### config.mk
export PLATFORM = sky130hd
export DESIGN_NAME = prbs_tx_sequencer
export DESIGN_NICKNAME = d
export VERILOG_FILES = /design/src/rtl/prbs_pkg.sv /design/src/rtl/prbs9_lfsr.sv /design/src/rtl/prbs_tx_sequencer.sv
export SDC_FILE = /design/constraint.sdc
export NUM_CORES = 1
export LEC_CHECK = 0
export ABC_AREA = 1
export CORE_MARGIN = 3
export CORE_UTILIZATION = 39
export CTS_BUF_LIST = sky130_fd_sc_hd__clkbuf_16
export CTS_CLUSTER_DIAMETER = 200
export CTS_CLUSTER_SIZE = 24
export DETAILED_ROUTE_END_ITERATION = 8
export DONT_BUFFER_PORTS = 1
export GPL_TIMING_DRIVEN = 0
export PLACE_DENSITY = 0.59
export SYNTH_ARGS = -nofsm -noshare
export SYNTH_HDL_FRONTEND = slang
export SYNTH_SLANG_ARGS = --single-unit
### constraint.sdc
create_clock -name clk -period 1.4 [get_ports clk]
set_input_delay 0 -clock clk [delete_from_list [all_inputs] [get_ports clk]]
set_output_delay 0 -clock clk [all_outputs]
set_load 0.1 [all_outputs]
### src/rtl/prbs_pkg.sv
// Shared PRBS9 constants, sequencer state encoding and the LFSR step function.
package prbs_pkg;

  localparam int PRBS9_LEN    = 9;
  localparam int PRBS9_PERIOD = 511;
  localparam int PRBS9_TAP_A  = 8;
  localparam int PRBS9_TAP_B  = 4;

  typedef enum logic [1:0] {
    IDLE = 2'd0,
    SYNC = 2'd1,
    BER  = 2'd2
  } state_t;

  // x^9 + x^5 + 1, shifting toward the MSB which is the output bit
  function automatic logic [PRBS9_LEN-1:0] prbs9_next(input logic [PRBS9_LEN-1:0] v);
    return {v[PRBS9_LEN-2:0], v[PRBS9_TAP_A] ^ v[PRBS9_TAP_B]};
  endfunction

endpackage

### src/rtl/prbs9_lfsr.sv
// PRBS9 generator register: load-to-seed has priority over a step.
module prbs9_lfsr
  import prbs_pkg::*;
#(
  parameter logic [PRBS9_LEN-1:0] SEED = 9'h1AA
) (
  input  logic clk,
  input  logic i_reset,
  input  logic i_load,
  input  logic i_step,
  output logic o_bit
);

  logic [PRBS9_LEN-1:0] lfsr;

  always_ff @(posedge clk or posedge i_reset) begin
    if (i_reset)     lfsr <= SEED;
    else if (i_load) lfsr <= SEED;
    else if (i_step) lfsr <= prbs9_next(lfsr);
  end

  assign o_bit = lfsr[PRBS9_LEN-1];

endmodule

### src/rtl/prbs_tx_sequencer.sv
// PRBS9 transmit sequencer: IDLE -> SYNC latency sweep -> BER counting.
// Optional error injection on the channel bit under macro PRBS_TX_ERR_INJ_EN.
module prbs_tx_sequencer
  import prbs_pkg::*;
#(
  parameter logic [8:0] SEED         = 9'h1AA,
  parameter int         SYNC_PERIODS = 511,
  parameter int         ERR_PERIOD   = 1024
) (
  input  logic       clk,
  input  logic       i_reset,
  input  logic       i_ctrl,
  input  logic       i_en_tx,
  input  logic       i_restart_sync,
  input  logic       i_err_inj_en,
  output logic       o_tx_bit,
  output logic       o_new_bit_from_prbs,
  output logic       o_prbs_cmp_curr_addr_done,
  output logic       o_synchro_en,
  output logic       o_ber_counter_en,
  output logic [8:0] o_sweep_idx
);

  localparam logic [8:0] LAST_BIT   = 9'(PRBS9_PERIOD - 1);
  localparam logic [8:0] LAST_SWEEP = 9'(SYNC_PERIODS - 1);

  state_t     state, state_nxt;
  logic [8:0] bit_idx, bit_idx_nxt, bit_adv;
  logic [8:0] sweep_idx, sweep_nxt;
  logic       done_q, done_nxt;
  logic       bit_wrap;
  logic       lfsr_load, lfsr_step;
  logic       prbs_bit;

  prbs9_lfsr #(.SEED(SEED)) u_lfsr (
    .clk     (clk),
    .i_reset (i_reset),
    .i_load  (lfsr_load),
    .i_step  (lfsr_step),
    .o_bit   (prbs_bit)
  );

  always_ff @(posedge clk or posedge i_reset) begin
    if (i_reset) begin
      state     <= IDLE;
      bit_idx   <= '0;
      sweep_idx <= '0;
      done_q    <= 1'b0;
    end else begin
      state     <= state_nxt;
      bit_idx   <= bit_idx_nxt;
      sweep_idx <= sweep_nxt;
      done_q    <= done_nxt;
    end
  end

  assign bit_wrap = (bit_idx == LAST_BIT);
  assign bit_adv  = bit_wrap ? 9'd0 : bit_idx + 9'd1;

  always_comb begin
    state_nxt   = state;
    bit_idx_nxt = bit_idx;
    sweep_nxt   = sweep_idx;
    lfsr_load   = 1'b0;
    lfsr_step   = 1'b0;
    if (!i_en_tx) begin
      state_nxt   = IDLE;
      bit_idx_nxt = '0;
      sweep_nxt   = '0;
      lfsr_load   = 1'b1;
    end else begin
      case (state)
        IDLE: begin
          lfsr_load   = 1'b1;
          bit_idx_nxt = '0;
          sweep_nxt   = '0;
          if (i_ctrl) state_nxt = SYNC;
        end
        SYNC: begin
          if (i_ctrl) begin
            lfsr_step   = 1'b1;
            bit_idx_nxt = bit_adv;
            if (bit_wrap) begin
              if (sweep_idx == LAST_SWEEP) state_nxt = BER;
              else                         sweep_nxt = sweep_idx + 9'd1;
            end
          end
        end
        BER: begin
          // restart keeps the LFSR running so the receiver's phase survives
          if (i_ctrl) begin
            lfsr_step   = 1'b1;
            bit_idx_nxt = bit_adv;
            if (i_restart_sync) begin
              state_nxt = SYNC;
              sweep_nxt = '0;
            end
          end
        end
        default: begin
          state_nxt   = IDLE;
          bit_idx_nxt = '0;
          sweep_nxt   = '0;
          lfsr_load   = 1'b1;
        end
      endcase
    end
    done_nxt = (bit_idx_nxt == LAST_BIT);
  end

  assign o_new_bit_from_prbs       = prbs_bit;
  assign o_prbs_cmp_curr_addr_done = done_q;
  assign o_synchro_en              = (state == SYNC);
  assign o_ber_counter_en          = (state == BER);
  assign o_sweep_idx               = sweep_idx;

`ifdef PRBS_TX_ERR_INJ_EN
  localparam int CNT_W = (ERR_PERIOD > 1) ? $clog2(ERR_PERIOD) : 1;
  localparam logic [CNT_W-1:0] LAST_CNT = CNT_W'(ERR_PERIOD - 1);

  logic [CNT_W-1:0] inj_cnt;
  logic             inj_flag;

  always_ff @(posedge clk or posedge i_reset) begin
    if (i_reset)                               inj_cnt <= '0;
    else if (state != BER || !i_err_inj_en)    inj_cnt <= '0;
    else if (i_ctrl)                           inj_cnt <= (inj_cnt == LAST_CNT) ? '0 : inj_cnt + CNT_W'(1);
  end

  assign inj_flag = (state == BER) && (inj_cnt == LAST_CNT);
  assign o_tx_bit = prbs_bit ^ inj_flag;
`else
  logic unused_inj;
  assign unused_inj = i_err_inj_en ^ (ERR_PERIOD == 0);
  assign o_tx_bit   = prbs_bit;
`endif

endmodule

After elaboration in Yosys (flattened, before gate mapping)
Index checks and enable logic that the tools add are counted.
{"block": "totals", "word_cells": 51, "in_bits": 6, "reg_bits": 30, "out_inout_bits": 14}
{"block": "op_classes", "bitwise": 1, "eq_ne": 12, "add_sub_neg": 2, "reduce_logical": 5, "muxes": 26}
{"op": "$mux W9", "count": 12}
{"op": "$eq A9 B9 Y1 const B", "count": 3}
{"op": "$add A9 B1 Y9 const B", "count": 2}
{"op": "$pmux W9 S2", "count": 1}
{"op": "$ne A3 B3 Y1 const B", "count": 5}
{"op": "$mux W2", "count": 7}
{"op": "$ne A3 B2 Y1 const B", "count": 2}
{"op": "$pmux W2 S3", "count": 1}
{"op": "$reduce_and A6 Y1", "count": 1}
{"op": "$mux W1", "count": 5}
{"op": "$reduce_and A5 Y1", "count": 1}
{"op": "$eq A2 B1 Y1 const B", "count": 1}
{"op": "$eq A2 B2 Y1 const B", "count": 1}
{"op": "$logic_not A2 Y1", "count": 1}
{"op": "$reduce_bool A2 Y1", "count": 1}
{"op": "$reduce_or A2 Y1", "count": 1}
{"op": "$xor A1 B1 Y1", "count": 1}

Logic depth before layout (Yosys ltp)
Gate-level depths: netlist of the first run.
{"block": "depth", "depth_word": 6, "ltp_mapped": 11, "ltp_nobuf": 11}

Modules after synthesis
Synthesis of the first run repeated with hierarchy kept, for this count alone.
{"block": "unflattened", "hier_cells": 239, "area_unflattened_um2": 1900.6}
{"module": "prbs_tx_sequencer", "instances": 1, "area_each_um2": 1529.0, "seq_area_each_um2": 525.5, "cells_per_inst": 197}
{"module": "prbs9_lfsr", "instances": 1, "area_each_um2": 371.6, "seq_area_each_um2": 231.5, "cells_per_inst": 42}

Worst setup path before layout of the first run
OpenSTA, ideal clock, no wires.
{"block": "synth_timing", "kind": "register -> register", "startpoint": "register state[1]", "endpoint": "register sweep_idx[8] (netlist: o_sweep_idx[8])", "path_stages_with_launch": 11, "path_buffers": 1, "period_less_slack_ps": 2252, "setup_time_ps": 121, "arrival_time_ps": 2131, "t_required_ps": 1279, "setup_slack_ps": -852, "cell_sequence": "dfrtp_1 -> inv_1 -> ha_1 -> inv_1 -> a21oi_1 -> nor2_1 -> nand2_1 -> nor2_2 -> buf_6 -> nand2_1 -> o21ai_2"}
{"block": "synth_between", "elab_chain_len": 3, "word_cells_on_any_way": 10, "classes_between": "eq/ne: 7; mux: 2; reduce/logical: 1"}
{"item": "from (decl)", "line": "prbs_tx_sequencer.sv:27", "source": "state_t state, state_nxt;"}
{"item": "from (signal assigned)", "line": "prbs_tx_sequencer.sv:50", "source": "state <= state_nxt;"}
{"item": "$eq A2 B1 Y1 (*)"}
{"item": "named net o_synchro_en", "line": "prbs_tx_sequencer.sv:19", "source": "output logic o_synchro_en,"}
{"item": "$ne A3 B3 Y1 (no source line), or another cell as far along"}
{"item": "$reduce_and A5 Y1 (no source line) / $mux W9 (equally long branches)"}
{"item": "to (signal assigned)", "line": "prbs_tx_sequencer.sv:52", "source": "sweep_idx <= sweep_nxt;"}
{"item": "to (decl)", "line": "prbs_tx_sequencer.sv:29", "source": "logic [8:0] sweep_idx, sweep_nxt;"}
Mark *: on every way through the listed nets, which the timed path passes. The rest lies on a longest branch.
A chain may end at the register's enable or synchronous reset.

Worst setup path in the final report of the first run
{"block": "layout_timing", "startpoint": "register sweep_idx[0] (netlist: o_sweep_idx[0])", "endpoint": "register sweep_idx[2] (netlist: o_sweep_idx[2])"}
{"block": "layout_between", "elab_chain_len": 6, "word_cells_on_any_way": 9, "classes_between": "add/sub: 1; eq/ne: 2; mux: 5; reduce/logical: 1"}
{"item": "$add A9 B1 Y9", "line": "prbs_tx_sequencer.sv:85", "source": "else sweep_nxt = sweep_idx + 9'd1;"}
{"item": "$mux W9", "line": "prbs_tx_sequencer.sv:84", "source": "if (sweep_idx == LAST_SWEEP) state_nxt = BER;"}
{"item": "$mux W9", "line": "prbs_tx_sequencer.sv:83", "source": "if (bit_wrap) begin"}
{"item": "$mux W9", "line": "prbs_tx_sequencer.sv:80", "source": "if (i_ctrl) begin"}
{"item": "$pmux W9 S2", "line": "prbs_tx_sequencer.sv:72", "source": "case (state)"}
{"item": "$mux W9", "line": "prbs_tx_sequencer.sv:66", "source": "if (!i_en_tx) begin"}
Parallel ways exist; a longest one is shown, timed or not. The select of a mux whose other input is x is not followed.

==> results by group, run 1 <==
Die
  – Core Region: 0.00417 sq mm
  – Std cell rows: 23
  – Die width: roughly 73 um
  – Num ports: 20
  – Initial Util: 0.419
  – Die Height: 72.9 um
  – Die area: 0.00532 sq mm

Timing
  – Final Critical Period: 1670 ps
  – RSZ-0062 raised after global routing: true
  – Fin. Hold Viols: 29
  – Worst clock skew: 7.60 ps
  – Slew margin rel.: 0.229
  – Peak Freq: 600 MHz
  – Final period utilization: 1.19
  – Setup ws final: -266 ps
  – Final slew viol count: 0
  – # setup viols final: 13
  – Hold WS: -80.2 ps
  – Tightest Pin Transition: 1160 ps

Critical path
  – WS Path Type: reg -> reg
  – Startpoint Class: register
  – Crit path DAT: around 1900 ps
  – Crit Path Max Fanout: 5
  – CP required: 1600 ps
  – Slowest-stage cell, CP: dfrtp_4
  – Family with the most delay on the worst path: flip-flops
  – Crit path top cell by count: nand2_1
  – Worst path cell trace: inv_2 > ha_1 > nand2_1 > nor2_1 > nand2_1 > nor2_2 > nor2_4 > buf_6 > nand3_2 > nand2_1
  – Critical path's largest stage delay: approximately 630 ps
  – Crit path buffers/inverters: 2
  – Critical path capture point type: register

Power and ir drop
  – Flop pwr share: 0.327
  – Internal cell power: 2.33 mW
  – Switch Pwr: 1.45 mW
  – Clock power share: 0.314
  – Comb power frac: 0.359
  – Power Density: 1690 mW/mm^2
  – Leakage Power: 1.05 nW
  – VDD IR max: 762 uV
  – Net switching fraction of the power: 0.385

Placed design
  – DP HPWL: about 2600 um
  – Placed cell area: 0.00188 sq mm
  – Final RePlAce weighted congestion: 0.798
  – Port Buf Inserts: 0
  – Pre-CTS WS: -372 ps

CTS
  – CTS Buf Count: 5
  – CTS tree: yes
  – Max Root-Sink Buffers: 2
  – Clock Pin Slew Worst Setup and Hold Paths: ~50 ps
  – H-tree levels: 2
  – Clock Tree Root: clkbuf_16
  – Clock Sink Count: 30
  – Clock Latency Late Sink: 270 ps

Synth
  – Post-Syn Instances: between 200 and 250
  – Syn Std Cell Area: 0.00175 sq mm
  – Async S/R FF share, synth: 1.00
  – Syn_nets: 254
  – Synth top area cells: dfrtp_1, nand2_1, inv_1, dfstp_2, nor2_1
  – Synth cell types: 23
  – Main synth FF type: dfrtp_1
  – Post-synthesis register bit count: 30
  – Synth area leader: dfrtp_1
  – Post-synth top cells: nand2_1, inv_1, nor2_1
  – Sequential share of the synthesized area: 0.433
  – Post-synth EDFFs: 0
  – Yosys Warn Count: 0
  – Synth top area share: 0.358
  – Average footprint of a synthesized cell: a little over 7 sq um
  – Count leader, synth: nand2_1

Drt
  – DRT Pass-1 Iters: 4
  – Residual DRC: 0
  – Final Routed Wirelength: 3740 um
  – DR vias: 1507
  – Final ANT Viol Nets: 0
  – First-iteration detailed-routing DRC count: 48
  – DR vias/cell: between 4 and 5
  – WL/cell: around 12 um

Layout
  – Reg area: 793 sq um
  – # nets final: 272
  – # fillers: 402
  – Ant diodes: 0
  – Area occupied by multi-input gates: 923 sq um
  – Layout cells sized above 1: 0.270
  – Layout area overhead: 28.2%
  – Post-route cell area: roughly 0.0022 sq mm

Global routing
  – Antenna violations before repair: 0
  – First-pass GRT wire length: 6470 um
  – Grt total ovfl: 0
  – Gr usage total: 0.157
  – Largest net degree at the start of global routing: 31
  – Vias in the first global route: 1425

Run status
  – Outcome: finished, violations left
  – Failing checks: negative hold slack, negative setup slack

Job
  – Maxcap violations: 0

Hold path
  – Hold Crit Class: in -> async
-- stage by stage --
| step | hold slack, ps | util | cells | total power, mW | TNS [ps] |
|---|---|---|---|---|---|
| 4_1_cts | -143 | 0.516 | 306 | 3.71 | -3030 |
| 3_3_place_gp | 151 | 0.450 | 290 | 2.30 | -4750 |
| 5_1_grt | 1.21 | 0.536 | 309 | 4.00 | -4730 |
| 2_1_floorplan | 86.8 | - | 240 | 2.11 | -1760 |
| 3_5_place_dp | 147 | 0.450 | 290 | 2.31 | -5040 |
| 6_report | -80.2 | 0.536 | 309 | 3.78 | -2910 |
-- layout make-up --
class	count	area share
multi-input combinational	163	0.413
sequential	30	0.354
inverter	45	0.0799
clock buffer	5	0.0559
timing repair buffer	11	0.0425
tap	50	0.0279
clock inverter	3	0.0168
buffer	2	0.0101
-- worst paths after layout --
| kind | end | startpoint | cells past startpoint | slack [ps] |
|---|---|---|---|---|
| max in group asynchronous | o_sweep_idx[2] | i_reset | 1 | 640 |
| min | o_prbs_cmp_curr_addr_done | i_reset | 1 | -80 |
| max | o_sweep_idx[2] | o_sweep_idx[0] | 10 | -270 |
| min reg2reg | u_lfsr.lfsr[8] | u_lfsr.lfsr[7] | 2 | 480 |
| max reg2reg | o_sweep_idx[2] | o_sweep_idx[0] | 10 | -270 |
| min in group clk | u_lfsr.lfsr[6] | i_en_tx | 2 | -20 |
-- kinds of logic (layout without fill, tap and decap cells) --
logic type      count (synthesis)  count (layout)  share of synthesized area
simple gates                  128             128                      0.305
flops                          30              30                      0.433
xor+xnor                        3               3                     0.0150
buf+inv                        47              66                      0.107
compound gates                 24              24                     0.0817
fa+ha+maj                       8               8                     0.0573
-- power by group through the flow --
stage,logic [mW],clock network (mW),registers [mW]
finish,1.36,1.19,1.24
CTS,1.26,1.22,1.24
floorplan,0.874,0,1.24
global placement,1.04,0,1.26
global route,1.49,1.25,1.26
detailed placement,1.05,0,1.26
-- state kept, by name, indices dropped and copies added (netlist names) --
signal / cells
u_lfsr.lfsr: 9
bit_idx: 9
state: 2
o_sweep_idx: 9
o_prbs_cmp_curr_addr_done: 1
-- per-layer routing --
layer,routed length [um],global-route usage,vias to the layer above
met2,1710,0.239,29
met3,172,0.0468,10
met4,79,0.0676,0
met1,1780,0.207,685
li1,-,-,783
met5,0,0,-
-- cells in the final DEF, fill, tap and decap left out, types with 3 or more instances in the layout --
| cell | n |
|---|---|
| o21ai_0 | 6 |
| nand2_1 | 60 |
| inv_2 | 6 |
| nor2_4 | 3 |
| buf_6 | 4 |
| ha_1 | 6 |
| nor2_1 | 25 |
| o22ai_1 | 4 |
| nor3_1 | 4 |
| nor2_2 | 5 |
| dfstp_2 | 4 |
| clkbuf_16 | 5 |
| dfrtp_4 | 8 |
| buf_4 | 7 |
| nand2_4 | 3 |
| nand3_2 | 3 |
| nand3_1 | 14 |
| inv_1 | 36 |
| inv_4 | 4 |
| a21oi_1 | 7 |
| dfrtp_1 | 15 |
| nand2_2 | 5 |
-- repair_timing --
item / 4_1_cts / 5_1_grt
hold buffers: 1 / 1
buffers inserted: 6 / 2
endpoints found under the setup margin: 27 / 27
pin swaps: 6 / 6
endpoints found under the hold margin: 33 / 2
gates resized for setup: 18 / 19
cloned: 1 / 0
Power figures use the tool's default switching activity.
==> inputs of run 2 (changes only) <==
--- a/config.mk
+++ b/config.mk
@@ -15,6 +15,7 @@
 export DONT_BUFFER_PORTS = 1
 export GPL_TIMING_DRIVEN = 0
 export PLACE_DENSITY = 0.59
+export SKIP_CTS_REPAIR_TIMING = 1
 export SYNTH_ARGS = -nofsm -noshare
 export SYNTH_HDL_FRONTEND = slang
 export SYNTH_SLANG_ARGS = --single-unit
==> results by group, run 2 (synthesis gave the netlist of run 1 again) <==
Drt
  – DRT Pass-1 Iters: 4 (unchanged)
  – First-iteration detailed-routing DRC count: 60 (was 48)
  – Residual DRC: 0 (unchanged)
  – WL/cell: 12.3 um (was 12.1 um)
  – Final ANT Viol Nets: 0 (unchanged)
  – DR vias: 1497 (was 1507)
  – Final Routed Wirelength: 3750 um (was 3740 um)
  – DR vias/cell: 4.91 (was 4.88)

Job
  – Maxcap violations: 0 (unchanged)

Power and ir drop
  – VDD IR max: 792 uV (was 762 uV)
  – Leakage Power: 1.03 nW (was 1.05 nW)
  – Total chip power: 3.75 mW (was 3.78 mW)
  – Power Density: 1690 mW/mm^2 (about the same)

Layout
  – # fillers: 400 (was 402)
  – Reg area: 795 sq um (was 793 sq um)
  – Area occupied by multi-input gates: 937 sq um (was 923 sq um)
  – Commonest non-fill, non-tap cell in the layout: nand2_1 (unchanged)
  – Most frequent cells in the layout: nand2_1, inv_1, nor2_1 (unchanged)
  – Layout area overhead: 26.9% (was 28.2%)
  – # nets final: 268 (was 272)
  – Ant diodes: 0 (unchanged)
  – Post-route cell area: 0.00222 sq mm (was 0.00224 sq mm)
  – Layout cells sized above 1: 0.278 (was 0.270)

CTS
  – Clock Latency Late Sink: 270 ps (about the same)
  – CTS tree: yes (unchanged)
  – H-tree levels: 2 (unchanged)
  – Max Root-Sink Buffers: 2 (unchanged)
  – Clock Pin Slew Worst Setup and Hold Paths: 50 ps (about the same)
  – Clock Tree Root: clkbuf_16 (unchanged)
  – CTS Buf Count: 5 (unchanged)
  – Clock Sink Count: 30 (unchanged)

Placed design
  – Pre-CTS WS: -372 ps (unchanged)
  – Port Buf Inserts: 0 (unchanged)
  – Placed cell area: 0.00188 sq mm (unchanged)
  – Final RePlAce weighted congestion: 0.798 (unchanged)
  – DP HPWL: 2560 um (unchanged)

Critical path
  – Family with the most delay on the worst path: flip-flops (unchanged)
  – Startpoint Class: register (unchanged)
  – Crit path DAT: 1880 ps (was 1870 ps)
  – Reg-to-Reg End: o_sweep_idx[8] (was o_sweep_idx[2])
  – R2R Path Start: o_sweep_idx[0] (unchanged)
  – Crit path buffers/inverters: 2 (unchanged)
  – Crit Path Max Fanout: 5 (unchanged)
  – Critical path's largest stage delay: 630 ps (about the same)
  – Critical path capture point type: register (unchanged)
  – Slowest-stage cell, CP: dfrtp_4 (unchanged)
  – Flop2flop setup slack: -310 ps (was -270 ps)
  – WS Path Type: reg -> reg (unchanged)
  – Crit path top cell by count: nand2_1 (unchanged)
  – CP required: 1560 ps (was 1600 ps)
  – R2R cell count: 10 (unchanged)
  – Worst path cell trace: inv_2 > ha_1 > nand2_1 > nor2_1 > nand2_1 > nor2_2 > nor2_4 > buf_6 > nand2_2 > o21ai_2 (was inv_2 > ha_1 > nand2_1 > nor2_1 > nand2_1 > nor2_2 > nor2_4 > buf_6 > nand3_2 > nand2_1)

Timing
  – Slew margin rel.: 0.227 (was 0.229)
  – Final slew viol count: 0 (unchanged)
  – Final period utilization: 1.22 (was 1.19)
  – Fin. Hold Viols: 33 (was 29)
  – Worst clock skew: 7.95 ps (was 7.60 ps)
  – Final Critical Period: 1710 ps (was 1670 ps)
  – Setup ws final: -312 ps (was -266 ps)
  – Tightest Pin Transition: 1160 ps (about the same)
  – RSZ-0062 raised after global routing: true (unchanged)
  – # setup viols final: 13 (unchanged)
  – Peak Freq: 584 MHz (was 600 MHz)
  – Hold WS: -161 ps (was -80.2 ps)

Die
  – Die area: 0.00532 sq mm (unchanged)
  – Std cell rows: 23 (unchanged)
  – Initial Util: 0.419 (unchanged)
  – Die Height: 72.9 um (unchanged)
  – Num ports: 20 (unchanged)
  – Core Region: 0.00417 sq mm (unchanged)
  – Die width: 72.9 um (unchanged)

Global routing
  – Vias in the first global route: 1302 (was 1425)
  – Antenna violations before repair: 0 (unchanged)
  – Largest net degree at the start of global routing: 31 (unchanged)
  – First-pass GRT wire length: 6090 um (was 6470 um)
  – Gr usage total: 0.148 (was 0.157)
  – Grt total ovfl: 0 (unchanged)

Hold path
  – Worst Hold Depth: 2
  – Hold Crit Class: in -> reg (was in -> async)
  – Worst Hold Path EP: o_sweep_idx[3]
  – Hold_sp: i_en_tx

Run status
  – Failing checks: negative hold slack, negative setup slack (unchanged)
  – Outcome: finished, violations left (unchanged)
[run 2: area by class of cell]
type	count	area share
multi-input cells	163	0.423
flip-flops and latches	30	0.358
inverters	45	0.0807
clock buffers	5	0.0564
well taps	50	0.0282
repair buffers	7	0.0265
clock inverters	3	0.0169
plain buffers	2	0.0102
[run 2: per-stage QoR]
step,util,TNS [ps],cells
4_1_cts,0.489,-5350,298
3_3_place_gp,0.450,-4750,290
2_1_floorplan,-,-1760,240
5_1_grt,0.531,-4970,305
3_5_place_dp,0.450,-5040,290
6_report,0.531,-3410,305
[run 2: worst max-delay path by stage]
stage | startpoint | end | cells after the start
2_1_floorplan | state[0] | o_sweep_idx[8] | 10
3_3_place_gp | state[1] | o_sweep_idx[2] | 10
3_5_place_dp | state[1] | o_sweep_idx[2] | 10
4_1_cts | state[1] | o_sweep_idx[2] | 10
5_1_grt | o_sweep_idx[0] | o_sweep_idx[1] | 10
6_report | o_sweep_idx[0] | o_sweep_idx[8] | 10
[run 2: report_power, final]
part	switching, mW	internal, mW
logic	0.867	0.445
registers	0.225	1.03
clock network	0.361	0.824
total	1.45	2.29
[run 2: layer usage]
layer,global-route usage,share of wire,routed length (um)
met3,0.0468,0.043,163
met2,0.215,0.46,1720
met4,0.0553,0.016,59
met5,0,0,0
met1,0.205,0.48,1800
[run 2: worst register-to-register path, delay by kind of cell, from the launching register on]
| family | cells | cell delay, ps |
|---|---|---|
| buf+inv | 2 | 250 |
| flops | 1 | 630 |
| fa+ha+maj | 1 | 140 |
| simple gates | 6 | 520 |
| compound gates | 1 | 50 |
